[config.mk]
export PLATFORM = sky130hd
export DESIGN_NAME = stim_seq
export DESIGN_NICKNAME = d
export VERILOG_FILES = /design/src/rtl/stim_seq_pkg.sv /design/src/rtl/stim_seq_mem.sv /design/src/rtl/stim_seq.sv
export SDC_FILE = /design/constraint.sdc
export NUM_CORES = 1
export LEC_CHECK = 0
export BUFFER_PORTS_ARGS = -buffer_cell sky130_fd_sc_hd__clkbuf_2
export CORE_ASPECT_RATIO = 0.5
export CORE_UTILIZATION = 26
export CTS_BUF_LIST = sky130_fd_sc_hd__clkbuf_8
export DETAILED_ROUTE_END_ITERATION = 8
export GPL_TIMING_DRIVEN = 1
export PLACE_DENSITY = 0.42
export SLEW_MARGIN = 10
export SYNTH_ARGS = -nofsm -noshare
export SYNTH_HDL_FRONTEND = slang
export SYNTH_HIERARCHICAL = 1
export SYNTH_SLANG_ARGS = --single-unit
[constraint.sdc]
create_clock -name CLK -period 3.2 [get_ports CLK]
set_clock_uncertainty 0.05 [all_clocks]
set_input_delay 0.32 -clock CLK [delete_from_list [all_inputs] [get_ports CLK]]
set_output_delay 0.32 -clock CLK [all_outputs]
set_load 0.01 [all_outputs]
[src/rtl/stim_seq_pkg.sv]
// Shared types and helpers for the stimulus sequencer.
// Holds the drive-code encoding, the FSM state type and the per-bit code apply.
package stim_seq_pkg;

    localparam logic [1:0] CODE_0    = 2'b00;
    localparam logic [1:0] CODE_1    = 2'b01;
    localparam logic [1:0] CODE_HOLD = 2'b10;
    localparam logic [1:0] CODE_TOG  = 2'b11;

    typedef enum logic [1:0] {
        IDLE,
        LEAD,
        PLAY,
        FIN
    } state_e;

    function automatic logic apply_code(
        input logic [1:0] code,
        input logic       prev
    );
        logic r;
        r = prev;
        case (code)
            CODE_0:    r = 1'b0;
            CODE_1:    r = 1'b1;
            CODE_HOLD: r = prev;
            CODE_TOG:  r = ~prev;
            default:   r = prev;
        endcase
        return r;
    endfunction

endpackage

[src/rtl/stim_seq_mem.sv]
// Pattern store: one write port, one registered read port.
// A same-cycle write to the read address is forwarded to the read data.
module stim_seq_mem #(
    parameter int DEPTH = 16,
    parameter int W     = 6,
    parameter int AW    = 4
) (
    input  logic          clk,
    input  logic          we,
    input  logic [AW-1:0] waddr,
    input  logic [W-1:0]  wdata,
    input  logic [AW-1:0] raddr,
    output logic [W-1:0]  rdata
);

    logic [W-1:0] mem_q [DEPTH];
    logic [W-1:0] rdata_d;
    logic [W-1:0] rdata_q;

    always_comb begin
        rdata_d = mem_q[raddr];
        if (we && (waddr == raddr)) begin
            rdata_d = wdata;
        end
    end

    always_ff @(posedge clk) begin
        if (we) begin
            mem_q[waddr] <= wdata;
        end
        rdata_q <= rdata_d;
    end

    assign rdata = rdata_q;

endmodule

[src/rtl/stim_seq.sv]
// Stimulus sequencer: plays stored per-channel drive codes onto DOUT
// after a lead-in, one step every STEP_CYC clocks, one-shot or looping.
module stim_seq
    import stim_seq_pkg::*;
#(
    parameter int             NCH      = 3,
    parameter int             DEPTH    = 16,
    parameter int             STEP_CYC = 1000,
    parameter int             LEAD_CYC = 10000,
    parameter logic [NCH-1:0] RST_VAL  = '0,
    localparam int            AW       = $clog2(DEPTH)
) (
    input  logic             CLK,
    input  logic             RST,
    input  logic             WE,
    input  logic [AW-1:0]    WADDR,
    input  logic [2*NCH-1:0] WDATA,
    input  logic [AW:0]      LEN,
    input  logic             LOOP,
    input  logic             START,
    input  logic             STOP,
    output logic [NCH-1:0]   DOUT,
    output logic             BUSY,
    output logic             DONE,
    output logic [AW-1:0]    STEP
);

    localparam int LW = (LEAD_CYC > 0) ? $clog2(LEAD_CYC + 1) : 1;
    localparam int CW = (STEP_CYC > 1) ? $clog2(STEP_CYC) : 1;

    state_e           state_q, state_d;
    logic [LW-1:0]    lead_q, lead_d;
    logic [CW-1:0]    cyc_q, cyc_d;
    logic [AW-1:0]    step_q, step_d;
    logic [AW-1:0]    nxt_q, nxt_d;
    logic [AW:0]      len_q, len_d;
    logic             loop_q, loop_d;
    logic [NCH-1:0]   dout_q, dout_d;
    logic [2*NCH-1:0] rdata;
    logic [AW:0]      len_in;
    logic [AW:0]      nxt_inc;
    logic             last;
    logic             apply;

    // nxt_q always names the step held in rdata, ready for the next apply
    stim_seq_mem #(
        .DEPTH (DEPTH),
        .W     (2 * NCH),
        .AW    (AW)
    ) u_mem (
        .clk   (CLK),
        .we    (WE),
        .waddr (WADDR),
        .wdata (WDATA),
        .raddr (nxt_d),
        .rdata (rdata)
    );

    assign len_in = ((LEN == '0) || (LEN > (AW+1)'(DEPTH)))
                  ? (AW+1)'(DEPTH) : LEN;
    assign nxt_inc = (AW+1)'(nxt_q) + (AW+1)'(1);
    assign last = (((AW+1)'(step_q) + (AW+1)'(1)) == len_q);

    always_comb begin
        state_d = state_q;
        lead_d  = lead_q;
        cyc_d   = cyc_q;
        step_d  = step_q;
        nxt_d   = nxt_q;
        len_d   = len_q;
        loop_d  = loop_q;
        dout_d  = dout_q;
        apply   = 1'b0;
        case (state_q)
            IDLE: begin
                if (START) begin
                    len_d  = len_in;
                    loop_d = LOOP;
                    lead_d = '0;
                    cyc_d  = '0;
                    step_d = '0;
                    if (LEAD_CYC == 0) begin
                        state_d = PLAY;
                        apply   = 1'b1;
                    end else begin
                        state_d = LEAD;
                    end
                end
            end
            LEAD: begin
                if (STOP) begin
                    state_d = IDLE;
                end else if (lead_q == LW'(LEAD_CYC - 1)) begin
                    state_d = PLAY;
                    apply   = 1'b1;
                end else begin
                    lead_d = lead_q + LW'(1);
                end
            end
            PLAY: begin
                if (STOP) begin
                    state_d = IDLE;
                end else if (cyc_q == CW'(STEP_CYC - 1)) begin
                    if (last && !loop_q) begin
                        state_d = FIN;
                    end else begin
                        apply = 1'b1;
                    end
                end else begin
                    cyc_d = cyc_q + CW'(1);
                end
            end
            FIN: begin
                state_d = IDLE;
            end
            default: begin
                state_d = IDLE;
            end
        endcase
        if (apply) begin
            for (int c = 0; c < NCH; c++) begin
                dout_d[c] = apply_code(rdata[2*c +: 2], dout_q[c]);
            end
            step_d = nxt_q;
            cyc_d  = '0;
            nxt_d  = (nxt_inc == len_d) ? '0 : nxt_inc[AW-1:0];
        end
        // Outside a run, keep step 0 prefetched for a zero-lead start
        if ((state_d == IDLE) || (state_d == FIN)) begin
            nxt_d = '0;
        end
    end

    always_ff @(posedge CLK or posedge RST) begin
        if (RST) begin
            state_q <= IDLE;
            lead_q  <= '0;
            cyc_q   <= '0;
            step_q  <= '0;
            nxt_q   <= '0;
            len_q   <= (AW+1)'(DEPTH);
            loop_q  <= 1'b0;
            dout_q  <= RST_VAL;
        end else begin
            state_q <= state_d;
            lead_q  <= lead_d;
            cyc_q   <= cyc_d;
            step_q  <= step_d;
            nxt_q   <= nxt_d;
            len_q   <= len_d;
            loop_q  <= loop_d;
            dout_q  <= dout_d;
        end
    end

    assign DOUT = dout_q;
    assign BUSY = (state_q == LEAD) || (state_q == PLAY);
    assign DONE = (state_q == FIN);
    assign STEP = step_q;

endmodule

==> run metrics, run 1 <==
outcome=complete, no violations; largest area contributor in the netlist=edfxtp_1; Mapped Area=0.00654 mm^2; Initial Util=0.269; antenna violations before repair=0; Ant. Diodes=0; FP Rows=40; clock sink count=143; Rel. slew slack=0.342; IO Pins=30; setup TNS=0 ps; Finish-stage setup viols=0; reg2reg start=STEP[0]$_DFFE_PP0P_; drt total wl=14.5 mm; Via Count=3,821; critical path required time=3500 ps; crit path max fanout=11; layout cell share with drive strength beyond 1=0.213; gr usage total=0.119; Synth Register Bits=143; CTS tree=done; IO Port Bufs=29; sequential area share after synthesis=0.618; final-report max-slew violation count=0; Syn. warnings=6; Clock Pin Slew Worst Setup and Hold Paths=90 ps; CTS buffer count=17; Final HPWL DP=9.42 mm; CP Capture Type=flop; drt initial violations=248; Bufs on Longest Clock Path=2; final hold viol count=0; Worst Path Arrival=3030 ps; nets@finish=535; Setup crit start kind=flop; ys async rst share=0.301; P_leak=0.00264 uW; die width=226 um; Yosys top cell area share=0.441; first-pass GRT wire length=22.2 mm; Worst-Margin Slew=986 ps; Min-Delay Path Class=in2async; DRT antenna net count=0; Syn Nets=492; Top FF cell, synth=edfxtp_1; largest net degree at the start of global routing=44; Tmin final=2730 ps; beginning of the critical path=STEP[0]$_DFFE_PP0P_; Routed WL per cell=17.0 um; number of flops mapped to enable cells by yosys=96; die area=0.0258 mm^2; Synth cell types=59; maximum vdd drop=0.239 mV; vias in the first global route=3,802; Peak Freq=0.366 GHz; area delta synth->final=14.2%; final worst path period share=0.854; postcts setup bufs=0; GPL Wtd Cong=0.739; number of vias per cell=4.48; H-tree depth=4; PwrDens=583 mW/mm^2; root buf cell=clkbuf_8; Pre-antenna DRT Iters=5; post-CTS sizing=0; synthesized area per cell=14.2 um^2; Vert. Die Dim=114 um; final core utilization=0.307; max cap viols=0; fill cell count=2,486; DRC viols=0; hold_buf cts=0; clock latency on the worst-skew pair=450 ps; RSZ-0062 raised after global routing=false; crit path kind=reg2reg; total core area=0.0243 mm^2; top post-synthesis cells by area=edfxtp_1 (44%), dfrtp_1 (16%), mux4_1 (4.8%), mux4_2 (4.1%), xnor2_1 (2.7%); global route overflow=0; Syn Inst Count=462
==> cells by family (layout without fill, tap and decap cells) <==
logic type,after synthesis,after routing,synth area share
AOI/OAI and AO/OA,60,60,0.0714
xor gates and xnor gates,28,28,0.0375
adders and majority gates,9,9,0.0172
buffers and inverters,34,88,0.0277
DFF,143,143,0.618
and+or+nand+nor,159,159,0.130
muxes,29,29,0.0981
==> worst max-delay path: stages (launching register included) <==
cell and delay, ps:
dfrtp_1 450, ha_1 280, o21ba_2 220, a221o_1 380, a2111oi_4 520, o21ai_2 240, or2_0 250, a211oi_1 250
==> flip-flops by register name (all words and copies together), names as in the netlist, named ones only <==
signal / count
u_mem/mem_q: 96
lead_q: 14
loop_q: 1
nxt_q: 4
DOUT: 3
len_q: 5
state_q: 2
cyc_q: 10
STEP: 4
==> Yosys cell counts, types with 4 or more instances <==
cell	number
a21oi_1	6
a21oi_2	4
a22oi_1	14
a31oi_1	4
and3_1	5
buf_6	6
clkbuf_1	5
dfrtp_1	42
dfxtp_1	4
edfxtp_1	96
ha_1	9
inv_1	19
mux2_2	5
mux4_1	12
mux4_2	12
nand2_1	30
nand2b_1	5
nand3_1	20
nand3b_1	4
nand4_1	9
nor2_1	40
nor2b_1	9
nor3_1	8
nor4_1	8
o21ai_0	9
o21ai_2	5
xnor2_1	20
xor2_1	8
==> per-stage QoR <==
step	total power [uW]	instances	setup WS [ps]	hold slack (ps)	area (um^2)
after floorplan	2710	462	736	369	6540
after global placement	2940	822	539	475	7080
after CTS	4430	852	457	30.6	7470
final	4360	852	466	37.7	7470
after global routing	4580	852	326	44.7	7470
after detailed placement	2950	822	503	486	7080
==> placed cells by master, fill, tap and decap left out, drive strengths merged, types with 14 or more instances in the layout <==
cell and count:
clkbuf 46, dfrtp 42, xnor2 20, inv 25
a22oi 14, nor2 40, o21ai 14, nand2 30
edfxtp 96, nand3 20, mux4 24
==> report_power, final <==
part / internal [uW] / leakage, uW / switching, uW
clock: 702 / 0.000192 / 760
sequential: 2080 / 0.00148 / 80.9
combinational: 278 / 0.000969 / 456
total: 3060 / 0.00264 / 1300
==> layer usage <==
| layer | vias up | global-route usage | share of wire |
|---|---|---|---|
| li1 | 1846 | - | - |
| met1 | 1918 | 0.167 | 0.51 |
| met2 | 46 | 0.177 | 0.45 |
| met3 | 11 | 0.0313 | 0.030 |
| met4 | 0 | 0.0392 | 0.011 |
| met5 | - | 0 | 0 |
==> final cells by class <==
cell class,count,area [um^2],area share
repair buffers,39,233,0.0312
well taps,336,420,0.0563
flip-flops and latches,143,4040,0.541
clock buffers,17,234,0.0313
clock inverters,13,153,0.0204
multi-input cells,285,2320,0.310
inverters,19,71.3,0.00955
==> final timing paths <==
check / end / slack, ps / cells past startpoint
worst max-delay path: nxt_q[0]$_DFF_PP0_ / 470 / 7
worst min-delay path: STEP[0]$_DFFE_PP0P_ / 40 / 2
worst max register to register: nxt_q[0]$_DFF_PP0_ / 470 / 7
worst min register to register: lead_q[1]$_DFFE_PP0P_ / 500 / 2
max in group asynchronous: cyc_q[3]$_DFFE_PP0P_ / 2450 / 2
min in group CLK: loop_q$_DFFE_PP0P_ / 70 / 2
Power figures use the tool's default switching activity.
==> run 2, diff against run 1 <==
--- a/config.mk
+++ b/config.mk
@@ -7,11 +7,12 @@
 export LEC_CHECK = 0
 export BUFFER_PORTS_ARGS = -buffer_cell sky130_fd_sc_hd__clkbuf_2
 export CORE_ASPECT_RATIO = 0.5
-export CORE_UTILIZATION = 26
+export CORE_UTILIZATION = 50
 export CTS_BUF_LIST = sky130_fd_sc_hd__clkbuf_8
+export CTS_CLUSTER_DIAMETER = 60
 export DETAILED_ROUTE_END_ITERATION = 8
 export GPL_TIMING_DRIVEN = 1
-export PLACE_DENSITY = 0.42
+export PLACE_DENSITY = 0.69
 export SLEW_MARGIN = 10
 export SYNTH_ARGS = -nofsm -noshare
 export SYNTH_HDL_FRONTEND = slang
==> run 2 against run 1 <==
  * Non-clock buffer count increased by 1
  * Routed wire length decreased by 15%
  * Highest routed layer unchanged
  * Sequential share of layout area increased by 1.6 points
  * Cell count decreased by 19%
  * Global-route usage increased by 8.2 points
  * Maximum frequency increased by 1.3%
  * First-iteration DRC count increased by 25%
==> run metrics, run 2 (synthesis results as in run 1) <==
drt total wl=12.4 mm; Routed WL per cell=18.0 um; DRT antenna net count=0; H-tree depth=4; antenna violations before repair=0; first-pass GRT wire length=20.3 mm; area delta synth->final=10.9%; Vert. Die Dim=82.9 um; Pre-antenna DRT Iters=5; Worst-Margin Slew=862 ps; die width=164 um; setup TNS=0 ps; Bufs on Longest Clock Path=2; Final Instance Area=0.00725 mm^2; Initial Util=0.515; total core area=0.0127 mm^2; FP Rows=29; biggest regs=u_mem/mem_q x96, lead_q x14, cyc_q x10; Worst Path Arrival=2990 ps; clock network power share=0.328; number of vias per cell=5.62; vias in the first global route=3,859; die area=0.0136 mm^2; worst path cell trace=ha_1 > o21ba_2 > a221o_1 > a2111oi_4 > o21ai_2 > or2_0 > a211oi_1; P_leak=0.00264 uW; crit path max fanout=11; clock latency on the worst-skew pair=450 ps; crit path kind=reg2reg; WP buf/inv=0; reg2reg start=STEP[0]$_DFFE_PP0P_; IO Port Bufs=29; nets@finish=536; largest net degree at the start of global routing=26; critical path required time=3490 ps; Final HPWL DP=8.06 mm; CP Capture Type=flop; Rel. slew slack=0.421; GPL Wtd Cong=0.798; final hold viol count=0; max FFs per register=96; placed instance area=0.00686 mm^2; max incr delay on CP=530 ps; CTS tree=done; Hold Path Sink=loop_q$_DFFE_PP0P_; Setup crit start kind=flop; R2R Path End=nxt_q[0]$_DFF_PP0_; stages on the worst setup path=7; drt initial violations=309; gr usage total=0.201; final worst path period share=0.844; max cap viols=0; part of the power in registers=0.505; clock sink count=143; net switching fraction of the power=0.298; hold depth=2; Min-Delay Path Class=in2reg; layout cell share with drive strength beyond 1=0.212; Via Count=3,866; Most flops, register=u_mem/mem_q; maximum vdd drop=0.370 mV; Ant. Diodes=0; Tmin final=2700 ps; logic gate share of total power=0.168; P_int=3000 uW; hold path startpoint=LOOP; outcome=complete, no violations; net switching power=1270 uW; CTS buffer count=17; slowest CP cell=a2111oi_4; root buf cell=clkbuf_8; worst slack at placement=519 ps; global route overflow=0; PwrDens=589 mW/mm^2; Peak Freq=0.370 GHz; R2R setup slack=500 ps; Clock Pin Slew Worst Setup and Hold Paths=80 ps; DRC viols=0; most frequent cells in the layout=edfxtp_1 (96), dfrtp_1 (42), nor2_1 (40), nand2_1 (30), clkbuf_2 (29); Finish-stage setup viols=0; final setup margin=501 ps; final-report max-slew violation count=0; kind of cell adding the most delay to the critical path=compound AO/OA/AOI/OAI gates; most common cell after layout, fill and taps aside=edfxtp_1; IO Pins=30; worst r2r path cells=7; RSZ-0062 raised after global routing=false
==> run 2: cell count changes in the layout (fill, tap and decap cells not counted), sizes merged <==
cell         previous run  this run
inv                    25        26
bufinv                  2         1
clkinvlp                2         3
dlygate4sd3             0         1
==> run 2: through the flow <==
step	cells	total power (uW)	hold slack, ps	utilization
finish	688	4270	61.6	0.571
global route	688	4480	66.7	0.571
CTS	688	4310	41.1	0.571
detailed placement	656	2910	343	0.540
global placement	656	2900	330	0.540
floorplan	462	2710	369	-
==> run 2: final cells by class <==
cell class	instances	area (um^2)
flip-flops and latches	143	4040
fillers	1004	5450
repair buffers	40	230
well taps	170	213
inverters	19	71.3
clock buffers	17	234
clock inverters	14	148
multi-input cells	285	2320
==> run 2: power groups by stage <==
| stage | combinational, uW | clock [uW] | sequential, uW |
|---|---|---|---|
| floorplan | 537 | 0 | 2180 |
| global placement | 706 | 0 | 2190 |
| detailed placement | 714 | 0 | 2200 |
| CTS | 720 | 1440 | 2160 |
| global route | 811 | 1500 | 2170 |
| finish | 716 | 1400 | 2160 |
==> run 2: worst max-delay path by stage <==
stage                         end                 from
2_1_floorplan  nxt_q[2]$_DFF_PP0_  STEP[0]$_DFFE_PP0P_
3_3_place_gp   nxt_q[0]$_DFF_PP0_  STEP[0]$_DFFE_PP0P_
3_5_place_dp   nxt_q[0]$_DFF_PP0_  STEP[0]$_DFFE_PP0P_
4_1_cts        nxt_q[0]$_DFF_PP0_  STEP[0]$_DFFE_PP0P_
5_1_grt        nxt_q[0]$_DFF_PP0_  STEP[0]$_DFFE_PP0P_
6_report       nxt_q[0]$_DFF_PP0_  STEP[0]$_DFFE_PP0P_
==> run 2: worst register-to-register path: stages (launching register included) <==
cell,delay [ps]
dfrtp_1,440
ha_1,270
o21ba_2,220
a221o_1,380
a2111oi_4,530
o21ai_2,230
or2_0,240
a211oi_1,240
==> run 2: per-layer routing <==
layer	up-vias	global-route usage	part of all wire
li1	1847	-	-
met1	1940	0.283	0.48
met2	70	0.315	0.47
met3	9	0.0450	0.042
met4	0	0.0606	0.0069
met5	-	0	0
==> run 2: what timing repair did <==
action                                 in CTS  in global routing
buffers inserted                            0                  0
setup endpoints to repair                   0                  0
gates resized for setup                     0                  0
endpoints found under the hold margin      17                  0
hold buffers                                1                  0
==> run 3, diff against run 2 <==
==> constraint.sdc (replaced) <==
create_clock -name CLK -period 2.7 [get_ports CLK]
set_clock_uncertainty 0.05 [all_clocks]
set_input_delay 0.27 -clock CLK [delete_from_list [all_inputs] [get_ports CLK]]
set_output_delay 0.27 -clock CLK [all_outputs]
set_load 0.01 [all_outputs]
==> run 3 against run 2 <==
  * Register-to-register slack got worse by 340 ps
  * Sequential power is 18% higher
  * Via count grew 0.62%
  * Design area is 1.3% higher
  * Maximum frequency increased by 6.3%
  * Non-clock buffer count grew 10
  * Clock power up 19%
  * Power grew 19%
  * Highest routed layer unchanged
==> run metrics, run 3 (synthesis results as in run 1) <==
IO Port Bufs=29; clock latency on the worst-skew pair=440 ps; FP Rows=29; drt total wl=12.4 mm; Peak Freq=0.394 GHz; biggest regs=u_mem/mem_q x96, lead_q x14, cyc_q x10; beginning of the critical path=STEP[0]$_DFFE_PP0P_; final hold viol count=0; root buf cell=clkbuf_8; Min-Delay Path Class=in2reg; reg2reg start=STEP[0]$_DFFE_PP0P_; Register Area=0.00404 mm^2; Finish-stage setup viols=0; layout cell share with drive strength beyond 1=0.225; final core utilization=0.578; most frequent cells in the layout=edfxtp_1 (96), dfrtp_1 (42), nor2_1 (40), nand2_1 (30), clkbuf_2 (29); largest net degree at the start of global routing=44; vias in the first global route=3,954; CTS tree=done; Rel. slew slack=0.571; global route overflow=0; R2R Path End=nxt_q[0]$_DFF_PP0_; Initial Util=0.515; first-pass GRT wire length=20.7 mm; Via Count=3,890; number of vias per cell=5.57; Pre-antenna DRT Iters=4; Setup crit start kind=flop; worst r2r path cells=8; P_leak=0.00270 uW; gr usage total=0.202; H-tree depth=4; max FFs per register=96; postcts setup bufs=0; DRT antenna net count=0; hold depth=3; area delta synth->final=12.3%; Final HPWL DP=8.10 mm; post-CTS sizing=0; Worst Path Arrival=2810 ps; crit path kind=reg2reg; crit path max fanout=5; final-report max-slew violation count=0; Clock Pin Slew Worst Setup and Hold Paths=80 ps; RSZ-0062 raised after global routing=false; most common cell after layout, fill and taps aside=edfxtp_1; setup TNS=0 ps; Tmin final=2540 ps; hold slack=99.6 ps; die width=164 um; nets@finish=546; final worst path period share=0.940; PwrDens=694 mW/mm^2; maximum vdd drop=0.376 mV; Most flops, register=u_mem/mem_q; Final Power=5100 uW; DRC viols=0; outcome=complete, no violations; critical path required time=2980 ps; CTS buffer count=17; Multi-input gate area=0.00232 mm^2; worst slack at placement=103 ps; CP Capture Type=flop; drt initial violations=219; total core area=0.0127 mm^2; fill cell count=1,010; antenna violations before repair=0; Routed WL per cell=17.8 um; IO Pins=30; Vert. Die Dim=82.9 um; hold_buf cts=2; GPL Wtd Cong=0.789; clock sink count=143; max cap viols=0; Worst-Margin Slew=642 ps; Ant. Diodes=0; crit path capture=nxt_q[0]$_DFF_PP0_; die area=0.0136 mm^2; final setup margin=162 ps; R2R setup slack=160 ps; Bufs on Longest Clock Path=2
==> run 3: worst max-delay path: stages, from the launching register on <==
cell	delay (ps)
dfrtp_1	380
ha_1	250
o21ba_2	230
a221o_1	380
a2111oi_4	350
buf_4	200
o21ai_2	90
or2_0	220
a211oi_1	280
==> run 3: report_power, final <==
| group | total, uW | leakage (uW) | internal (uW) | switching (uW) |
|---|---|---|---|---|
| sequential | 2550 | 0.00148 | 2460 | 87.9 |
| clock | 1660 | 0.000195 | 760 | 901 |
| combinational | 882 | 0.00102 | 359 | 523 |
| total | 5100 | 0.00270 | 3580 | 1510 |
==> run 3: worst min-delay path by stage <==
stage	end	slack [ps]	startpoint
global route	len_q[2]$_DFF_PP0_	120	LEN[2]
floorplan	u_mem/mem_q[0][0]$_DFFE_PP_	320	WDATA[0]
detailed placement	len_q[2]$_DFF_PP0_	380	RST
CTS	len_q[2]$_DFF_PP0_	70	LEN[2]
global placement	loop_q$_DFFE_PP0P_	380	RST
finish	len_q[2]$_DFF_PP0_	100	LEN[2]
==> run 3: stage by stage <==
stage	cells	area, um^2
global route	699	7350
detailed placement	665	6940
CTS	699	7350
floorplan	462	6540
finish	699	7350
global placement	665	6940
==> run 3: per-layer routing <==
layer / vias to the layer above / track usage / share of wire
met2: 86 / 0.317 / 0.48
met1: 1928 / 0.284 / 0.46
met5: - / 0 / 0
met3: 7 / 0.0574 / 0.053
met4: 0 / 0.0404 / 0.0054
li1: 1869 / - / -
==> run 3: cell type report <==
| cell class | count | area share |
|---|---|---|
| multi-input combinational | 285 | 0.316 |
| clock buffer | 17 | 0.0319 |
| tap | 170 | 0.0290 |
| timing repair buffer | 50 | 0.0436 |
| clock inverter | 15 | 0.0203 |
| inverter | 19 | 0.00971 |
| sequential | 143 | 0.550 |
